### config.mk
export PLATFORM = sky130hd
export DESIGN_NAME = pipe_adder
export DESIGN_NICKNAME = d
export VERILOG_FILES = /design/src/rtl/pipe_adder_pkg.sv /design/src/rtl/pipe_adder_stage.sv /design/src/rtl/pipe_adder.sv
export SDC_FILE = /design/constraint.sdc
export NUM_CORES = 1
export LEC_CHECK = 0
export CAP_MARGIN = 25
export CORE_UTILIZATION = 43
export CTS_CLUSTER_DIAMETER = 40
export CTS_CLUSTER_SIZE = 12
export DETAILED_ROUTE_END_ITERATION = 7
export PLACE_DENSITY = 0.75
export SLEW_MARGIN = 20
export SYNTH_ARGS = -nofsm -noshare
export SYNTH_HDL_FRONTEND = slang
export SYNTH_SLANG_ARGS = --single-unit
### constraint.sdc
create_clock -name clk -period 2 [get_ports clk]
set_input_delay 0.4 -clock clk [delete_from_list [all_inputs] [get_ports clk]]
set_output_delay 0.4 -clock clk [all_outputs]
set_load 0.05 [all_outputs]
### src/rtl/pipe_adder_pkg.sv
// pipe_adder_pkg: shared stage record and elaboration helpers for pipe_adder
package pipe_adder_pkg;
   localparam int MIN_WIDTH = 1;
   localparam int MIN_STAGES = 1;
   typedef struct packed {
      logic valid;
      logic carry;
   } stage_ctl_t;
   function automatic int chunk_width(input int width, input int stages);
      return stages > 0 ? width / stages : 1;
   endfunction
   function automatic bit cfg_ok(input int width, input int stages);
      return width >= MIN_WIDTH && stages >= MIN_STAGES && stages <= width && width % stages == 0;
   endfunction
endpackage

### src/rtl/pipe_adder_stage.sv
// pipe_adder_stage: one CW-bit ripple chunk plus its stage register
// PIPE_ADDER_OVF_EN adds a registered signed-overflow output
module pipe_adder_stage
   import pipe_adder_pkg::*;
#(
   parameter int W = 8,
   parameter int CW = 4,
   parameter int K = 0
) (
   input  logic         clk,
   input  logic         rst_n,
   input  logic         load,
   input  logic         up_valid,
   input  logic         up_carry,
   input  logic [W-1:0] up_d,
   input  logic [W-1:0] up_b,
   output logic         valid,
   output logic         carry,
   output logic [W-1:0] d,
   output logic [W-1:0] b
`ifdef PIPE_ADDER_OVF_EN
   ,
   output logic         ovf
`endif
);
   localparam int LO = K * CW;
   // operand b chunks at or below this stage are consumed and dropped
   localparam logic [W-1:0] KEEP = {W{1'b1}} << ((K + 1) * CW);
   stage_ctl_t r;
   logic [W-1:0] dr, br, nd;
   logic [CW-1:0] x, y, s;
   logic cy;
   assign x = up_d[LO +: CW];
   assign y = up_b[LO +: CW];
   always_comb begin
      cy = up_carry;
      s = '0;
      for (int i = 0; i < CW; i++) begin
         s[i] = x[i] ^ y[i] ^ cy;
         cy = (x[i] & y[i]) | (cy & (x[i] ^ y[i]));
      end
   end
   // d carries finished sum bits below and untouched a bits above
   always_comb begin
      nd = up_d;
      nd[LO +: CW] = s;
   end
`ifdef PIPE_ADDER_OVF_EN
   logic ovr;
   assign ovf = ovr;
`endif
   always_ff @(posedge clk or negedge rst_n) begin
      if (!rst_n) begin
         r <= '0;
         dr <= '0;
         br <= '0;
`ifdef PIPE_ADDER_OVF_EN
         ovr <= 1'b0;
`endif
      end else if (load) begin
         r <= '{valid: up_valid, carry: cy};
         dr <= nd;
         br <= up_b & KEEP;
`ifdef PIPE_ADDER_OVF_EN
         ovr <= (x[CW-1] == y[CW-1]) && (s[CW-1] != x[CW-1]);
`endif
      end
   end
   assign valid = r.valid;
   assign carry = r.carry;
   assign d = dr;
   assign b = br;
endmodule

### src/rtl/pipe_adder.sv
// pipe_adder: pipelined ripple-carry adder with valid/ready handshake
// PIPE_ADDER_OVF_EN adds the ovf signed-overflow port
module pipe_adder
   import pipe_adder_pkg::*;
#(
   parameter int WIDTH = 8,
   parameter int STAGES = 2
) (
   input  logic             clk,
   input  logic             rst_n,
   input  logic             in_valid,
   output logic             in_ready,
   input  logic [WIDTH-1:0] a,
   input  logic [WIDTH-1:0] b,
   input  logic             cin,
   output logic             out_valid,
   input  logic             out_ready,
   output logic [WIDTH-1:0] sum,
   output logic             cout
`ifdef PIPE_ADDER_OVF_EN
   ,
   output logic             ovf
`endif
);
   localparam int CW = chunk_width(WIDTH, STAGES);
   if (!cfg_ok(WIDTH, STAGES)) begin : g_bad_cfg
      $error("pipe_adder: WIDTH must be >=1, 1<=STAGES<=WIDTH, WIDTH%%STAGES==0");
   end
   logic [STAGES:0] vq, cq, adv;
   logic [WIDTH-1:0] dq [STAGES+1];
   logic [WIDTH-1:0] bq [STAGES+1];
   assign vq[0] = in_valid;
   assign cq[0] = cin;
   assign dq[0] = a;
   assign bq[0] = b;
   // a stage advances when empty or when its successor advances
   always_comb begin
      adv = '0;
      adv[STAGES] = out_ready;
      for (int k = STAGES - 1; k >= 0; k--) adv[k] = !vq[k+1] || adv[k+1];
   end
`ifdef PIPE_ADDER_OVF_EN
   logic ovq [STAGES];
   assign ovf = ovq[STAGES-1];
`endif
   for (genvar k = 0; k < STAGES; k++) begin : g_stage
      pipe_adder_stage #(.W(WIDTH), .CW(CW), .K(k)) u_stage (
         .clk(clk),
         .rst_n(rst_n),
         .load(adv[k]),
         .up_valid(vq[k]),
         .up_carry(cq[k]),
         .up_d(dq[k]),
         .up_b(bq[k]),
         .valid(vq[k+1]),
         .carry(cq[k+1]),
         .d(dq[k+1]),
         .b(bq[k+1])
`ifdef PIPE_ADDER_OVF_EN
         ,
         .ovf(ovq[k])
`endif
      );
   end
   assign in_ready = adv[0];
   assign out_valid = vq[STAGES];
   assign sum = dq[STAGES];
   assign cout = cq[STAGES];
endmodule

# Word-level counts from Yosys, hierarchy flattened
# Cells that the tools add are included.
# totals
reg_bits	24
in_bits	21
out_inout_bits	11
elab_cells	51
# classes
n_bitwise	40
n_reduce_logical	4
# op_table
op	count
1-bit AND	16
1-bit bitwise XOR	16
1-bit OR	8
1-bit zero test	2
1-bit logical OR	2

# Depth between registers and ports, before layout
# Gate-level depths: netlist of run 1.
# depth
ltp_word	9
mapped_depth	8
depth_no_buf	8

# Modules after synthesis
# Synthesis of run 1 repeated with hierarchy kept, for this count alone.
# unflattened
cells_unflattened	94
area_unflattened_um2	1258.7
# modules_own_cells
module	instances	cells_per_inst	area_each_um2	seq_area_each_um2
pipe_adder_stage (g_stage[0].u_stage)	1	48	666.9	350.3
pipe_adder_stage (g_stage[1].u_stage)	1	44	578.1	250.2
pipe_adder	1	2	13.8	0.0

# Worst setup path after synthesis of run 1
# OpenSTA, ideal clock, no wires.
# synth_timing
path_kind	register -> register
from	register g_stage[0].u_stage.dr[4]
to	register g_stage[1].u_stage.dr[7]
setup_ns	0.083
arrival_time_ns	1.973
t_required_ns	1.917
setup_slack_ns	-0.056
stages_incl_launch_ff	9
n_path_buf	0
period_less_slack_ns	2.056
path_cell_list	dfrtp_1 -> fa_1 -> inv_1 -> fa_1 -> inv_1 -> fa_1 -> inv_1 -> fa_1 -> o21ai_0
# synth_between
elab_chain_len	8
word_cells_on_any_way	9
classes_between	9 x bitwise
# synth_lines
item	line	rtl
start, declared	pipe_adder_stage.sv:30	logic [W-1:0] dr, br, nd;
start signal, assigned	pipe_adder_stage.sv:62	dr <= nd;
1-bit bitwise XOR	pipe_adder_stage.sv:40	cy = (x[i] & y[i]) | (cy & (x[i] ^ y[i]));
1-bit AND	pipe_adder_stage.sv:40	
1-bit OR *	pipe_adder_stage.sv:40	
1-bit AND *	pipe_adder_stage.sv:40	
1-bit OR *	pipe_adder_stage.sv:40	
1-bit AND *	pipe_adder_stage.sv:40	
1-bit OR *	pipe_adder_stage.sv:40	
1-bit bitwise XOR *	pipe_adder_stage.sv:39	s[i] = x[i] ^ y[i] ^ cy;
end signal, assigned	pipe_adder_stage.sv:62	
end, declared	pipe_adder_stage.sv:30	
# Mark *: on every way between the ends. The rest lies on a longest branch, timed or not.
# A chain may end at the register's enable or synchronous reset.

# Worst setup path after layout of run 1
# Same ends and word-level chain as after synthesis.

==> flow_summary.json, run 1 <==
{
  "synthFlopType": "dfrtp_1",
  "clock_skew_ps": 0.915,
  "violations": "setup timing",
  "core-area_um2": 2570,
  "fin_nets": 147,
  "setup_slack_ps": -96.5,
  "ios": 32,
  "post_cts_buffers": 0,
  "path_buf_inv": 3,
  "synth_seq_area_share": 0.497,
  "crit_arrival_ps": 2340,
  "cp-start-kind": "register",
  "rsz0062_at_grt": "true",
  "synth.most_common_cell": "dfrtp_1",
  "antenna_found_initial": 0,
  "vias": 687,
  "grt_start_max_net_pins": 25,
  "path_clk_slew_ps": 130,
  "fin_crit_sh": 1.05,
  "cp_top_family": "adder cells",
  "syn_area_um2": 1210,
  "worst_skew_pair.late_latency_ps": 300,
  "cts_buffers": 3,
  "p_int_w": 0.000951,
  "finalSetupViolCount": 1,
  "worst_hold_path_type": "input port to async pin",
  "drv_slew": 0,
  "start_util": 0.471,
  "die_x_um": 55.0,
  "drtAntennaViolNets": 0,
  "switchingPower_w": 0.000541,
  "pwr-share-comb": 0.402,
  "netlist_top_cells_count": "dfrtp_1 (24), inv_1 (17), mux2_2 (11), buf_4 (9), fa_1 (8)",
  "finish.utilization": 0.608,
  "final_cells": 147,
  "area_growth_pct": 29.1,
  "hpwlAfterDp_um": 1400,
  "grtUsageTotal": 0.142,
  "drv_cap": 0,
  "drive_above_1_share": 0.350,
  "ir_drop_uv": 703,
  "placementRows": 18,
  "fillers": 232,
  "path_cells": "fa_2 > inv_2 > fa_2 > inv_2 > fa_2 > inv_2 > fa_1 > o21ai_1",
  "worst_slew_pin_slew_ps": 506,
  "powerDensity_nw_per_um2": 956,
  "cts-root-buf": "clkbuf_4",
  "clkPwrFrac": 0.169,
  "die-area_um2": 3030,
  "synth_area_leaders": "dfrtp_1 (50%), fa_1 (13%), mux2_2 (10%)",
  "tritoncts": "done",
  "fin_crit_ps": 2100,
  "ys_types": 14,
  "diodes": 0,
  "avgSynthCellArea_um2": 13.7,
  "synthArstFlopShare": 1.00,
  "syn-instance-count": 88,
  "leakagePower_nw": 0.728,
  "first_pass_iters": 2,
  "ys_warn_count": 0,
  "drt-total-wl_um": 1790,
  "route.detailed.drc": 0,
  "mappedNetlistNets": 117,
  "ys_ff_latch": 24,
  "status": "finished with violations",
  "seqPwrFrac": 0.429,
  "fmax_ghz": 0.477,
  "clockBufferDepth": 2,
  "switching_share": 0.363,
  "dp_cells": 143,
  "synth_area_leader_cell": "dfrtp_1",
  "yosys.area.top_type_share": 0.497,
  "critPathRequiredTime_ps": 2250,
  "first_iter_violations": 2,
  "routedWlPerCell_um": 12.1,
  "hold_violations": 0,
  "place_congestion": 0.673,
  "finalPower_w": 0.00149,
  "htreeDepth": 1,
  "synth_edf_count": 0,
  "end_kind": "register",
  "port_buffers": 31,
  "grt_pass1_vias": 664,
  "critPathKind": "register to register",
  "grt_pass1_wl_um": 2870,
  "vias_per_cell": 4.67,
  "fp.dieH_um": 55.0,
  "grt.overflow.total": 0,
  "crit_path_max_fanout": 2,
  "crit_slowest_cell": "dfrtp_1",
  "max_stage_delay_ps": 430,
  "cts_num_sinks": 24,
  "maxSlewHeadroom": 0.661
}
[placed cells by master (no fill, tap or decap)]
cell type and n:
clkdlybuf4s50_1 26, nand2b_1 1, dlygate4sd2_1 1, or2_2 1, o21ai_0 2, clkdlybuf4s15_1 1, buf_12 1, fa_1 2
mux2i_1 3, clkbuf_2 1, mux2_4 5, nand3b_4 1, nand3b_1 3, fa_2 6, nor2b_1 1, clkbuf_4 3
inv_1 11, clkbuf_8 1, dfrtp_1 24, buf_4 5, mux2_2 11, o21ai_1 1, inv_2 6
[state kept, by name, indices dropped and copies added, names as in the netlist]
signal and count:
g_stage.u_stage.carry 2, g_stage.u_stage.d 16, g_stage.u_stage.b 4, g_stage.u_stage.valid 2
[area by class of cell]
class	count	area, µm²	area share
clock buffers	4	36.3	0.0233
well taps	30	37.5	0.0241
repair buffers	35	342	0.219
flip-flops and latches	24	601	0.385
inverters	17	63.8	0.0409
multi-input cells	37	480	0.308
[through the flow]
step                setup slack (ps)  instance area (µm²)  TNS [ps]  hold WS, ps
floorplan                      -42.7                 1220     -76.3          104
global placement                -524                 1520     -1370          486
detailed placement              -574                 1520     -1480          498
CTS                             -104                 1560      -104          431
global route                    -182                 1560      -182          432
finish                         -96.5                 1560     -96.5          424
[power by group through the flow]
stage               sequential (W)  combinational, W  clock [W]
floorplan                 0.000656          0.000456          0
global route              0.000655          0.000648   0.000284
CTS                       0.000643          0.000609   0.000262
global placement          0.000647          0.000594          0
detailed placement        0.000653          0.000602          0
finish                    0.000640          0.000600   0.000252
[layer usage]
metal | track usage | up-vias | routed length (µm)
li1 | - | 325 | -
met1 | 0.171 | 341 | 774
met2 | 0.233 | 19 | 887
met3 | 0.0519 | 2 | 110
met4 | 0.0500 | 0 | 13
met5 | 0 | - | 0
[cell families (layout without fill, tap and decap cells)]
group / count (synthesis) / count (layout) / synth area share
multiplexers: 19 / 19 / 0.189
flip-flops: 24 / 24 / 0.497
buffers and inverters: 27 / 56 / 0.118
AO/OA/AOI/OAI: 3 / 3 / 0.0124
AND/OR/NAND/NOR: 7 / 7 / 0.0507
adder cells (fa/ha/maj): 8 / 8 / 0.133
[final timing paths]
kind / from / endpoint / slack [ps] / depth (start not counted)
worst max-delay path: g_stage[0].u_stage.d[4] / g_stage[1].u_stage.d[7] / -100 / 8
worst min-delay path: rst_n / g_stage[1].u_stage.d[6] / 420 / 2
worst max register to register: g_stage[0].u_stage.d[4] / g_stage[1].u_stage.d[7] / -100 / 8
worst min register to register: g_stage[0].u_stage.d[0] / g_stage[0].u_stage.d[0] / 520 / 1
max in group asynchronous: rst_n / g_stage[1].u_stage.carry / 1340 / 2
min in group clk: g_stage[0].u_stage.d[0] / g_stage[0].u_stage.d[0] / 520 / 1
[timing repair]
action                                  in CTS  in global routing
endpoints found under the setup margin       4                  3
hold buffers                                 0                  0
pin swaps                                    6                  8
gates cloned                                 0                  0
resized for setup                           10                  2
Note: power is estimated with default switching activity, not from simulation.
==> run 2: changes to the inputs <==
--- a/config.mk
+++ b/config.mk
@@ -10,8 +10,9 @@
 export CTS_CLUSTER_DIAMETER = 40
 export CTS_CLUSTER_SIZE = 12
 export DETAILED_ROUTE_END_ITERATION = 7
-export PLACE_DENSITY = 0.75
+export PLACE_DENSITY = 0.74
 export SLEW_MARGIN = 20
 export SYNTH_ARGS = -nofsm -noshare
 export SYNTH_HDL_FRONTEND = slang
+export SYNTH_HIERARCHICAL = 1
 export SYNTH_SLANG_ARGS = --single-unit
==> flow_summary.json, run 2 <==
{
  "switchingPower_w": 0.000577,
  "p_int_w": 0.00109,
  "tritoncts": "done",
  "drt-total-wl_um": 1860,
  "hpwlAfterDp_um": 1520,
  "vias_per_cell": 4.59,
  "path_clk_slew_ps": 130,
  "crit_slowest_cell": "dfrtp_1",
  "final_cell_mix": "clkdlybuf4s50_1 (27), dfrtp_1 (23), inv_1 (15)",
  "mappedNetlistNets": 109,
  "drive_above_1_share": 0.339,
  "route.detailed.drc": 0,
  "largest_reg_flops": 16,
  "switching_share": 0.347,
  "diodes": 0,
  "maxSlewHeadroom": 0.667,
  "cts_buffers": 3,
  "htreeDepth": 1,
  "ys_warn_count": 6,
  "hold_buffers": 0,
  "drtAntennaViolNets": 0,
  "worst_skew_pair.late_latency_ps": 310,
  "fp.dieH_um": 54.0,
  "finish.utilization": 0.637,
  "r2r_end": "g_stage[1].u_stage/d[7]",
  "finalSetupViolCount": 1,
  "critPathKind": "register to register",
  "reg2reg_slack_ps": -80,
  "place_congestion": 0.666,
  "clockBufferDepth": 2,
  "final_common_cell": "clkdlybuf4s50_1",
  "die_x_um": 54.0,
  "critPathRequiredTime_ps": 2250,
  "core-area_um2": 2520,
  "critPathCapture": "g_stage[1].u_stage/d[7]",
  "routedWlPerCell_um": 12.6,
  "grt_start_max_net_pins": 25,
  "start_util": 0.460,
  "drv_cap": 0,
  "clkPwrFrac": 0.207,
  "syn-instance-count": 80,
  "startpoint": "g_stage[0].u_stage/b[4]",
  "clock_skew_ps": 6.75,
  "post_cts_buffers": 0,
  "worst_slew_pin_slew_ps": 497,
  "antenna_found_initial": 0,
  "area_growth_pct": 38.4,
  "syn_area_um2": 1160,
  "avgSynthCellArea_um2": 14.5,
  "grt_pass1_vias": 742,
  "cts_num_sinks": 24,
  "fin_crit_ps": 2080,
  "grtUsageTotal": 0.160,
  "ios": 32,
  "r2r_start": "g_stage[0].u_stage/b[4]",
  "powerDensity_nw_per_um2": 1040,
  "vias": 679,
  "whs_ps": 416,
  "seqPwrFrac": 0.390,
  "rsz0062_at_grt": "true",
  "cp-start-kind": "register",
  "end_kind": "register",
  "port_buffers": 31,
  "path_cells": "fa_2 > inv_2 > fa_1 > inv_1 > fa_2 > inv_2 > fa_1 > mux2i_1",
  "drv_slew": 0,
  "fmax_ghz": 0.481,
  "leakagePower_nw": 0.784,
  "first_pass_iters": 2,
  "fin_crit_sh": 1.04,
  "crit_arrival_ps": 2330,
  "status": "finished with violations",
  "grt_pass1_wl_um": 3130,
  "grt.overflow.total": 0,
  "fin_nets": 148,
  "violations": "setup timing",
  "reg2regPathDepth": 8,
  "ir_drop_uv": 943,
  "setup_slack_ps": -78.0,
  "max_stage_delay_ps": 420,
  "placementRows": 18,
  "cts-root-buf": "clkbuf_4",
  "die-area_um2": 2910,
  "pwr-share-comb": 0.403,
  "crit_path_max_fanout": 2,
  "hold_violations": 0,
  "first_iter_violations": 3,
  "worst_hold_path_type": "input port to async pin"
}
[run 2: routing by layer]
metal / vias to the layer above / global-route usage / part of all wire
met1: 338 / 0.187 / 0.42
met2: 15 / 0.276 / 0.52
li1: 322 / - / -
met5: - / 0 / 0
met4: 0 / 0.0921 / 0.020
met3: 4 / 0.0254 / 0.039
[run 2: power groups by stage]
stage          Sequential [W]  Clock [W]  Combinational [W]
2_1_floorplan        0.000880          0           0.000207
3_3_place_gp         0.000656          0           0.000662
3_5_place_dp         0.000661          0           0.000675
4_1_cts              0.000651   0.000358           0.000678
5_1_grt              0.000664   0.000380           0.000716
6_report             0.000649   0.000344           0.000671
[run 2: repair_timing]
action / CTS / global route
endpoints found under the hold margin: 0 / 0
pin swaps: 4 / 4
resized for setup: 6 / 3
endpoints found under the setup margin: 4 / 3
[run 2: metrics by stage]
stage               power, W  cells  setup slack, ps  setup TNS [ps]  instance area [µm²]
finish               0.00166    148            -78.0           -78.0                 1610
global route         0.00176    148             -219            -272                 1610
CTS                  0.00169    148            -87.4           -87.4                 1610
detailed placement   0.00134    144             -564           -1470                 1560
global placement     0.00132    144             -520           -1320                 1560
floorplan            0.00109     80            -42.7           -42.7                 1170
[run 2: worst min-delay path by stage]
stage	cells past startpoint	end	start
after floorplan	0	g_stage[0].u_stage/b[4]	rst_n
after global placement	1	g_stage[1].u_stage/d[0]	g_stage[0].u_stage/d[0]
after CTS	2	g_stage[0].u_stage/b[4]	rst_n
after global routing	2	g_stage[0].u_stage/b[4]	rst_n
final	2	g_stage[0].u_stage/d[7]	rst_n
after detailed placement	1	g_stage[1].u_stage/d[6]	g_stage[1].u_stage/d[6]
[run 2: area by class of cell]
class                           instances  area, µm²
Timing Repair Buffer                   36        364
Fill cell                             201        916
Multi-Input combinational cell         34        475
Tap cell                               30       37.5
Sequential cell                        24        602
Clock buffer                            3       22.5
Inverter                               20       75.1
Clock inverter                          1       30.0
[run 2: worst max-delay path: cells and delay by family (launching register included)]
family                   cells  cell delay (ps)
buffers and inverters        3              170
adder cells (fa/ha/maj)      4             1270
flip-flops                   1              420
multiplexers                 1              140
